File: config.mk
export PLATFORM = sky130hd
export DESIGN_NAME = vga_scan_gen
export DESIGN_NICKNAME = d
export VERILOG_FILES = /design/src/rtl/vga_scan_gen.sv
export SDC_FILE = /design/constraint.sdc
export NUM_CORES = 1
export LEC_CHECK = 0
export CORE_ASPECT_RATIO = 0.7
export CORE_UTILIZATION = 40
export CTS_CLUSTER_DIAMETER = 150
export CTS_CLUSTER_SIZE = 24
export DETAILED_ROUTE_END_ITERATION = 12
export PLACE_DENSITY_LB_ADDON = 0.1
export RECOVER_POWER = 25
export SKIP_CTS_REPAIR_TIMING = 1
export SLEW_MARGIN = 25
export SYNTH_ARGS = -nofsm -noshare
export SYNTH_HDL_FRONTEND = slang
export SYNTH_SLANG_ARGS = --single-unit
File: constraint.sdc
create_clock -name Clk -period 6.7 [get_ports Clk]
set_input_delay 1.34 -clock Clk [delete_from_list [all_inputs] [get_ports Clk]]
set_output_delay 1.34 -clock Clk [all_outputs]
set_load 0.03 [all_outputs]
File: src/rtl/vga_scan_gen.sv
// vga_scan_gen
// Raster timing generator. It produces the pixel coordinate bus (DrawX,
// DrawY) for the color mapper and sprite logic. It also produces the matching
// sync and data-enable outputs, delayed by PIPE pixel periods to line up with
// a registered pixel pipeline, plus a once-per-frame frame_clk pulse.
//
// Ports:
//   Clk        in   1   system clock
//   Reset_n    in   1   asynchronous active-low reset
//   pix_en     out  1   pixel strobe, one Clk cycle in every CLK_DIV
//   DrawX      out  10  horizontal count, 0..H_TOTAL-1
//   DrawY      out  10  vertical count, 0..V_TOTAL-1
//   active     out  1   visible-area flag, aligned with DrawX/DrawY
//   hs         out  1   horizontal sync, active low, lags PIPE pixels
//   vs         out  1   vertical sync, active low, lags PIPE pixels
//   vde        out  1   video data enable, lags PIPE pixels
//   frame_clk  out  1   one-Clk pulse when the raster enters (0, V_ACTIVE)
module vga_scan_gen #(
  parameter int CLK_DIV  = 4,
  parameter int H_ACTIVE = 640,
  parameter int H_FP     = 16,
  parameter int H_SYNC   = 96,
  parameter int H_BP     = 48,
  parameter int V_ACTIVE = 480,
  parameter int V_FP     = 10,
  parameter int V_SYNC   = 2,
  parameter int V_BP     = 33,
  parameter int PIPE     = 1
) (
  input  logic       Clk,
  input  logic       Reset_n,
  output logic       pix_en,
  output logic [9:0] DrawX,
  output logic [9:0] DrawY,
  output logic       active,
  output logic       hs,
  output logic       vs,
  output logic       vde,
  output logic       frame_clk
);

  localparam int H_TOTAL = H_ACTIVE + H_FP + H_SYNC + H_BP;
  localparam int V_TOTAL = V_ACTIVE + V_FP + V_SYNC + V_BP;
  localparam int DIV_W   = (CLK_DIV > 1) ? $clog2(CLK_DIV) : 1;

  localparam logic [DIV_W-1:0] DIV_LAST = DIV_W'(CLK_DIV - 1);
  localparam logic [DIV_W-1:0] DIV_ONE  = DIV_W'(1);

  localparam logic [9:0] H_LAST   = 10'(H_TOTAL - 1);
  localparam logic [9:0] V_LAST   = 10'(V_TOTAL - 1);
  localparam logic [9:0] H_VIS    = 10'(H_ACTIVE);
  localparam logic [9:0] V_VIS    = 10'(V_ACTIVE);
  localparam logic [9:0] HS_START = 10'(H_ACTIVE + H_FP);
  localparam logic [9:0] HS_END   = 10'(H_ACTIVE + H_FP + H_SYNC - 1);
  localparam logic [9:0] VS_START = 10'(V_ACTIVE + V_FP);
  localparam logic [9:0] VS_END   = 10'(V_ACTIVE + V_FP + V_SYNC - 1);

  // Reject geometries the 10-bit counters cannot represent.
  if (CLK_DIV < 1 || CLK_DIV > 16) begin : g_bad_div
    $error("vga_scan_gen: CLK_DIV must be 1..16");
  end
  if (PIPE < 0 || PIPE > 4) begin : g_bad_pipe
    $error("vga_scan_gen: PIPE must be 0..4");
  end
  if (H_TOTAL > 1023 || V_TOTAL > 1023) begin : g_bad_total
    $error("vga_scan_gen: horizontal/vertical total exceeds 1023");
  end
  if (H_ACTIVE < 1 || H_SYNC < 1 || V_ACTIVE < 1 || V_SYNC < 1 ||
      H_FP < 0 || H_BP < 0 || V_FP < 0 || V_BP < 0) begin : g_bad_geom
    $error("vga_scan_gen: illegal timing geometry");
  end

  logic [DIV_W-1:0] div_cnt;
  logic [9:0]       x_next;
  logic [9:0]       y_next;
  logic             hs_raw;
  logic             vs_raw;
  logic             de_raw;
  logic             frame_start;
  logic [PIPE:0]    hs_pipe;
  logic [PIPE:0]    vs_pipe;
  logic [PIPE:0]    de_pipe;

  // Clock divider. pix_en is registered from the terminal count, so the
  // strobe sits in the cycle after div_cnt reached CLK_DIV-1.
  always_ff @(posedge Clk or negedge Reset_n) begin
    if (!Reset_n) begin
      div_cnt <= '0;
      pix_en  <= 1'b0;
    end else begin
      if (div_cnt == DIV_LAST) begin
        div_cnt <= '0;
      end else begin
        div_cnt <= div_cnt + DIV_ONE;
      end
      pix_en <= (div_cnt == DIV_LAST);
    end
  end

  // Next raster position; all raw windows are judged on this position so
  // that the registered outputs describe the pixel being entered.
  always_comb begin
    x_next = DrawX;
    y_next = DrawY;
    if (DrawX == H_LAST) begin
      x_next = 10'd0;
      if (DrawY == V_LAST) begin
        y_next = 10'd0;
      end else begin
        y_next = DrawY + 10'd1;
      end
    end else begin
      x_next = DrawX + 10'd1;
      y_next = DrawY;
    end
  end

  // Raw (undelayed) sync / enable windows and the frame-start detector.
  always_comb begin
    hs_raw      = ~((x_next >= HS_START) && (x_next <= HS_END));
    vs_raw      = ~((y_next >= VS_START) && (y_next <= VS_END));
    de_raw      = (x_next < H_VIS) && (y_next < V_VIS);
    frame_start = (x_next == 10'd0) && (y_next == V_VIS);
  end

  // Raster counters and the undelayed active flag, advanced once per pixel.
  always_ff @(posedge Clk or negedge Reset_n) begin
    if (!Reset_n) begin
      DrawX  <= 10'd0;
      DrawY  <= 10'd0;
      active <= 1'b1;
    end else if (pix_en) begin
      DrawX  <= x_next;
      DrawY  <= y_next;
      active <= de_raw;
    end else begin
      DrawX  <= DrawX;
      DrawY  <= DrawY;
      active <= active;
    end
  end

  // Sync/DE delay line. Stage 0 loads on the same edge as the counters, so
  // stage PIPE trails DrawX/DrawY by exactly PIPE pixel periods.
  always_ff @(posedge Clk or negedge Reset_n) begin
    if (!Reset_n) begin
      hs_pipe <= '1;
      vs_pipe <= '1;
      de_pipe <= '0;
    end else if (pix_en) begin
      hs_pipe[0] <= hs_raw;
      vs_pipe[0] <= vs_raw;
      de_pipe[0] <= de_raw;
      for (int i = 1; i <= PIPE; i++) begin
        hs_pipe[i] <= hs_pipe[i-1];
        vs_pipe[i] <= vs_pipe[i-1];
        de_pipe[i] <= de_pipe[i-1];
      end
    end else begin
      hs_pipe <= hs_pipe;
      vs_pipe <= vs_pipe;
      de_pipe <= de_pipe;
    end
  end

  // frame_clk is recomputed every cycle, so it can only last one cycle even
  // when CLK_DIV is 1 (the next edge moves the raster off (0, V_ACTIVE)).
  always_ff @(posedge Clk or negedge Reset_n) begin
    if (!Reset_n) begin
      frame_clk <= 1'b0;
    end else begin
      frame_clk <= pix_en && frame_start;
    end
  end

  assign hs  = hs_pipe[PIPE];
  assign vs  = vs_pipe[PIPE];
  assign vde = de_pipe[PIPE];

endmodule
==> qor.csv <==
metric,value,unit
run status,"finished, violations left",
violated checks,"capacitance limit, slew limit",
Pwr Total,0.000353,W
Startpoint Class,register,
capturing point of the worst reg2reg path,frame_clk,
hold depth,1,
total gr overflow,0,
count of distinct cell types in the synthesized netlist,50,
die area,5160,um2
DIE HEIGHT,60.4,um
via count,1742,
CP required,5360,ps
VDD IR max,101,uV
Clk pwr share,0.458,
Synth top area share,0.334,
"Primary FF master, synth",dfrtp_1,
row cnt,20,
fin crit share,0.479,
clk_lat worst skew,280,ps
worst-path cell chain,clkdlybuf4s50_1,
Cells after Synth,224,
Worst Setup EP,pix_en,
Final HPWL DP,3.26,mm
Area Overhead vs Synth,19.1,%
max_cap viols,1,
per-cell routed wire length,15.4,um
r2r startpoint,DrawX[1],
Fillers,436,
worst path bufs/invs,1,
Pwr Density,152,nW/um2
kind of critical path,reg2out,
Final min period,3210,ps
total I/O pin count,28,
Clock Skew,7.03,ps
DRT Wirelength,4.62,mm
max-slew violation count,32,
Sw Share,0.203,
fraction of layout cells with a size suffix above 1,0.0943,
CTS H-tree lvls,2,
root buffer cell,clkbuf_8,
Slew @ Worst Pin,1690,ps
largest family of logic cells by synthesized area,simple AND/OR/NAND/NOR gates,
Synth area leaders,"dfrtp_1, dfstp_2, nand2_1",
Ant. Diodes,0,
crit path launch,pix_en,
total CTS buffers,5,
Port Buf Inserts,27,
largest net degree at the start of global routing,32,
"Largest stage delay, worst path",800,ps
"Seq/Total Area, Yosys",0.401,
gr usage total,0.196,
Worst Path Max Fanout,20,
Hold Path Class,reg2reg,
"Arr. time, crit path",1870,ps
placed cell area,2230,um2
CTS tree,built,
compound-gate portion of the synthesized area,0.201,
Layout Nets,251,
# clock sinks,31,
DR DRC count,0,
Post-synth EDFFs,0,
Yosys warning total,0,
#FFs+latches synth,31,
R2R cell count,7,
Worst-path clk slew,70,ps
synthesized area,1950,um2
post-synth top area cell,dfrtp_1,
mux cell area share after synthesis,0.0225,
core area,4500,um2
leakage power,0.867,nW
Final Cell Area,2320,um2
critical path's slowest cell,clkdlybuf4s50_1,
combinational fraction of design power,0.012,
Post-Synth Adder-Cell Area,0.0385,
clock buffer depth,2,
final hold vios,0,
Psw,0.0000718,W
Synth Area in XOR/XNOR,0.0404,
Pint,0.000282,W
reg2reg setup slack,3850,ps
via-per-instance ratio,5.83,
CP top delay family,buffers and inverters,
Async SR Flop Fraction,1.00,
Peak Freq,311,MHz
post-synth net total,232,
RSZ-0062 raised after global routing,no,
RePlAce Congestion,0.847,
Starting Density,0.433,
"Avg Cell Area, Syn",8.71,um2
DRT antenna net count,0,
Die X,85.5,um
Slew HR,-0.124,
Worst Setup End Kind,output port,
DR iter-0 viols,180,
Post-Synth Simple-Gate Area,0.241,
Worst path depth,1,
Final setup viols,0,
vias in the first global route,1519,
initial antenna violation count,0,
sequential group share of total power,0.530,
Initial DRT Pass Iterations,4,
global-route wire length before repair,7.77,mm
Fin Setup TNS,0,ps
hold path start,div_cnt[0],
-- per-layer routing --
metal | up-vias | GRT usage | share of wire
met2 | 61 | 0.259 | 0.39
met5 | - | 0 | 0
met1 | 823 | 0.314 | 0.55
met4 | 0 | 0.0500 | 0.0039
li1 | 856 | - | -
met3 | 2 | 0.0449 | 0.059
-- worst min-delay path by stage --
stage                  to  slack (ps)
6_report       div_cnt[0]         430
5_1_grt        div_cnt[0]         460
4_1_cts        div_cnt[0]         430
3_5_place_dp   div_cnt[0]         420
3_3_place_gp   div_cnt[0]         420
2_1_floorplan  div_cnt[0]         400
-- layout make-up --
class                   count  area [um2]  share of cell area
well taps                  55        68.8              0.0296
multi-input cells         167        1060               0.456
flip-flops and latches     31         782               0.337
clock buffers               8         100              0.0431
inverters                  10        37.5              0.0162
repair buffers             28         274               0.118
-- cell usage in the layout (no fill, tap or decap), drive strengths merged, types with 3 or more instances in the layout --
cell           instances
mux2                   3
a21oi                 15
a31oi                  3
clkdlybuf4s50         26
o22ai                  3
nand3                 10
nor2                  12
clkbuf                 9
or3                    3
or4                    3
nand4                  3
nand2b                 3
nor3                   6
inv                   10
xor2                   4
ha                     6
dfrtp                 26
o31ai                  6
nor4                   5
o21ai                 20
xnor2                  5
nand2                 28
dfstp                  5
and3                   5
-- cells by family after synthesis --
group                      count (synthesis)
AOI/OAI and AO/OA                         62
xor gates and xnor gates                   9
adders and majority gates                  6
buffers and inverters                     26
DFF                                       31
muxes                                      4
and+or+nand+nor                           86
-- sequential cells by signal (all words and copies together), names as in the netlist --
| name | cells |
|---|---|
| DrawX | 10 |
| frame_clk | 1 |
| de_pipe | 2 |
| active | 1 |
| pix_en | 1 |
| DrawY | 10 |
| hs_pipe | 2 |
| div_cnt | 2 |
| vs_pipe | 2 |
-- Yosys cell counts, drive strengths merged, types with 2 or more instances --
cell     count
a21oi       15
a31oi        3
and2         2
and3         5
and4         2
buf          9
clkbuf       7
dfrtp       26
dfstp        5
ha           6
inv         10
mux2         3
nand2       28
nand2b       3
nand3       10
nand4        3
nor2        12
nor3         6
nor4         5
o2111ai      2
o21a         2
o21ai       20
o22ai        3
o311ai       2
o31ai        6
or3          3
or4          3
xnor2        5
xor2         4
-- metrics by stage --
step | util | setup WS [ps] | hold slack [ps] | cells
5_1_grt | 0.516 | 3320 | 462 | 299
4_1_cts | 0.516 | 3490 | 435 | 299
6_report | 0.516 | 3490 | 433 | 299
2_1_floorplan | - | 4080 | 403 | 224
3_3_place_gp | 0.494 | 3790 | 419 | 291
3_5_place_dp | 0.494 | 3800 | 425 | 291
-- power groups by stage --
stage,clock (W),sequential [W],combinational (W)
2_1_floorplan,0,0.000191,0.000000000373
3_3_place_gp,0,0.000191,0.00000487
3_5_place_dp,0,0.000191,0.00000493
4_1_cts,0.000166,0.000187,0.00000490
5_1_grt,0.000174,0.000187,0.00000498
6_report,0.000162,0.000187,0.00000411
Power figures use the tool's default switching activity.
==> RTL change (same flow settings) <==
`PIPE`: 1 -> 0. Comments in the files are not updated.
--- a/src/rtl/vga_scan_gen.sv
+++ b/src/rtl/vga_scan_gen.sv
@@ -27,3 +27,3 @@
   parameter int V_BP     = 33,
-  parameter int PIPE     = 1
+  parameter int PIPE     = 0
 ) (
Behaviour: not the same (a bounded check fails within 10 cycles, from zero or initial values and one cycle with Reset_n low).
==> RTL change against the original RTL <==
The flow still finishes with violations (capacitance limit, slew limit). Critical path depth unchanged. Worst setup slack got worse by 0.030 ns. Design area decreased by 10%. Synthesized area decreased by 12%. Critical path type unchanged. First-iteration DRC count decreased by 19%. Sequential cell count decreased by 3. Wire length decreased by 13%. Total power decreased by 12%. Via count decreased by 15%. Utilization increased by 0.27 points.
==> RTL change: results <==
metrics = {
    "run_status": {
        "outcome": "complete, but fails checks",
        "violations": "capacitance limit, slew limit",
    },
    "logic_synthesis": {
        "ys_top_cells_by_count": "dfrtp_1, nand2_1, nor2_1, o21ai_0, xnor2_1",
        "synthTopCellsByArea": "dfrtp_1, xnor2_1, dfstp_2",
        "synth.distinct_cells": 48,
        "ys_seq_area_share_pct": 40.9,
        "ys_async_sr_fraction_pct": 100,
        "synth_nets": 201,
        "yosysWarnings": 0,
    },
    "placement": {
        "io_buffers": 27,
        "placed_cell_area_um2": 2010,
        "place.gp.congestion": 0.859,
        "hpwl_um": 2880,
        "place_ws_ns": 3.67,
    },
    "power_and_ir_drop": {
        "max-vdd-ir-drop_mv": 0.0836,
        "power_leakage_nw": 0.767,
    },
    "route": {
        "wirelength_um": 4000,
        "viasPerCell": 5.59,
        "drt-initial-drc-count": 146,
        "first_pass_iters": 4,
    },
    "final_layout": {
        "drive_above_1_share_pct": 5.63,
        "nets": 222,
        "n_antenna_cell": 0,
        "top_regs": "DrawX: 10 flops, DrawY: 10 flops, div_cnt: 2 flops",
    },
    "cts": {
        "path_clk_slew_ns": 0.10,
        "htree_levels": 1,
        "root_buffer": "clkbuf_8",
        "clk_latency_ns": 0.28,
        "clock_path_buffers": 2,
        "cts_inserted_buffers": 3,
    },
    "setup_path": {
        "crit_family": "flip-flops",
        "crit_fanout": 23,
        "startpoint": "pix_en",
        "cp_slowest_cell": "dfrtp_1",
        "cpPeakStageDelay_ns": 0.82,
        "crit_arrival_ns": 1.90,
    },
    "grt": {
        "grt_pass1_wl_um": 6750,
        "grt_antenna_before_repair": 0,
        "grt_max_degree": 29,
        "grtUsageTotal_pct": 19.3,
        "grt_pass1_vias": 1329,
    },
    "timing": {
        "skew_ns": 0.00307,
        "relSlewSlack_pct": -1.37,
        "hold_viol_final": 0,
        "tns_ns": 0,
        "slew_violations": 29,
    },
    "worst_hold_path": {
        "hold_path.startpoint": "div_cnt[0]",
        "hp-class": "flip-flop to flip-flop",
    },
    "flow_run": {
        "cap_violations": 1,
    },
}
[RTL change: per-stage QoR]
| step | cells | power [mW] | hold slack, ns |
|---|---|---|---|
| global route | 265 | 0.324 | 0.480 |
| floorplan | 193 | 0.172 | 0.403 |
| finish | 265 | 0.309 | 0.458 |
| detailed placement | 261 | 0.177 | 0.449 |
| global placement | 261 | 0.177 | 0.416 |
| CTS | 265 | 0.315 | 0.464 |
[RTL change: layer usage]
layer  up-vias  global-route usage, %  routed length, um  part of all wire (%)
li1        730                      -                  -                     -
met1       700                   30.9               2090                    52
met2        49                   25.9               1630                    41
met3         2                   4.32                255                   6.4
met4         0                   4.59                 16                  0.40
met5         -                      0                  0                     0
[RTL change: worst paths after layout]
check	endpoint	slack, ns	cells past startpoint
max in group asynchronous	DrawY[9]	3.87	2
hold / removal	div_cnt[0]	0.46	1
hold reg to reg	div_cnt[0]	0.46	1
setup reg to reg	frame_clk	3.63	7
min in group asynchronous	DrawX[7]	1.95	2
setup / recovery	pix_en	3.46	1
[RTL change: final cells by class]
class                           instances  area [um^2]
Clock buffer                            3         41.3
Clock inverter                          1         30.0
Multi-Input combinational cell        145          937
Inverter                                8         30.0
Sequential cell                        28          704
Fill cell                             394         1940
Tap cell                               52         65.1
Timing Repair Buffer                   28          274
[RTL change: logic make-up (layout without fill, tap and decap cells)]
family          after synthesis  after routing  synth area share [%]
compound gates               49             49                  19.7
xor+xnor                     13             13                  6.60
fa+ha+maj                     6              6                  4.35
buf+inv                      20             40                  4.79
flops                        28             28                  40.9
mux                           3              3                  1.74
simple gates                 74             74                  21.9
[RTL change: power by group]
group,leakage (nW),internal [mW],total (mW),switching (mW)
clock network,0.0357,0.0801,0.137,0.0565
registers,0.361,0.169,0.169,0
logic,0.370,0.000496,0.00375,0.00325
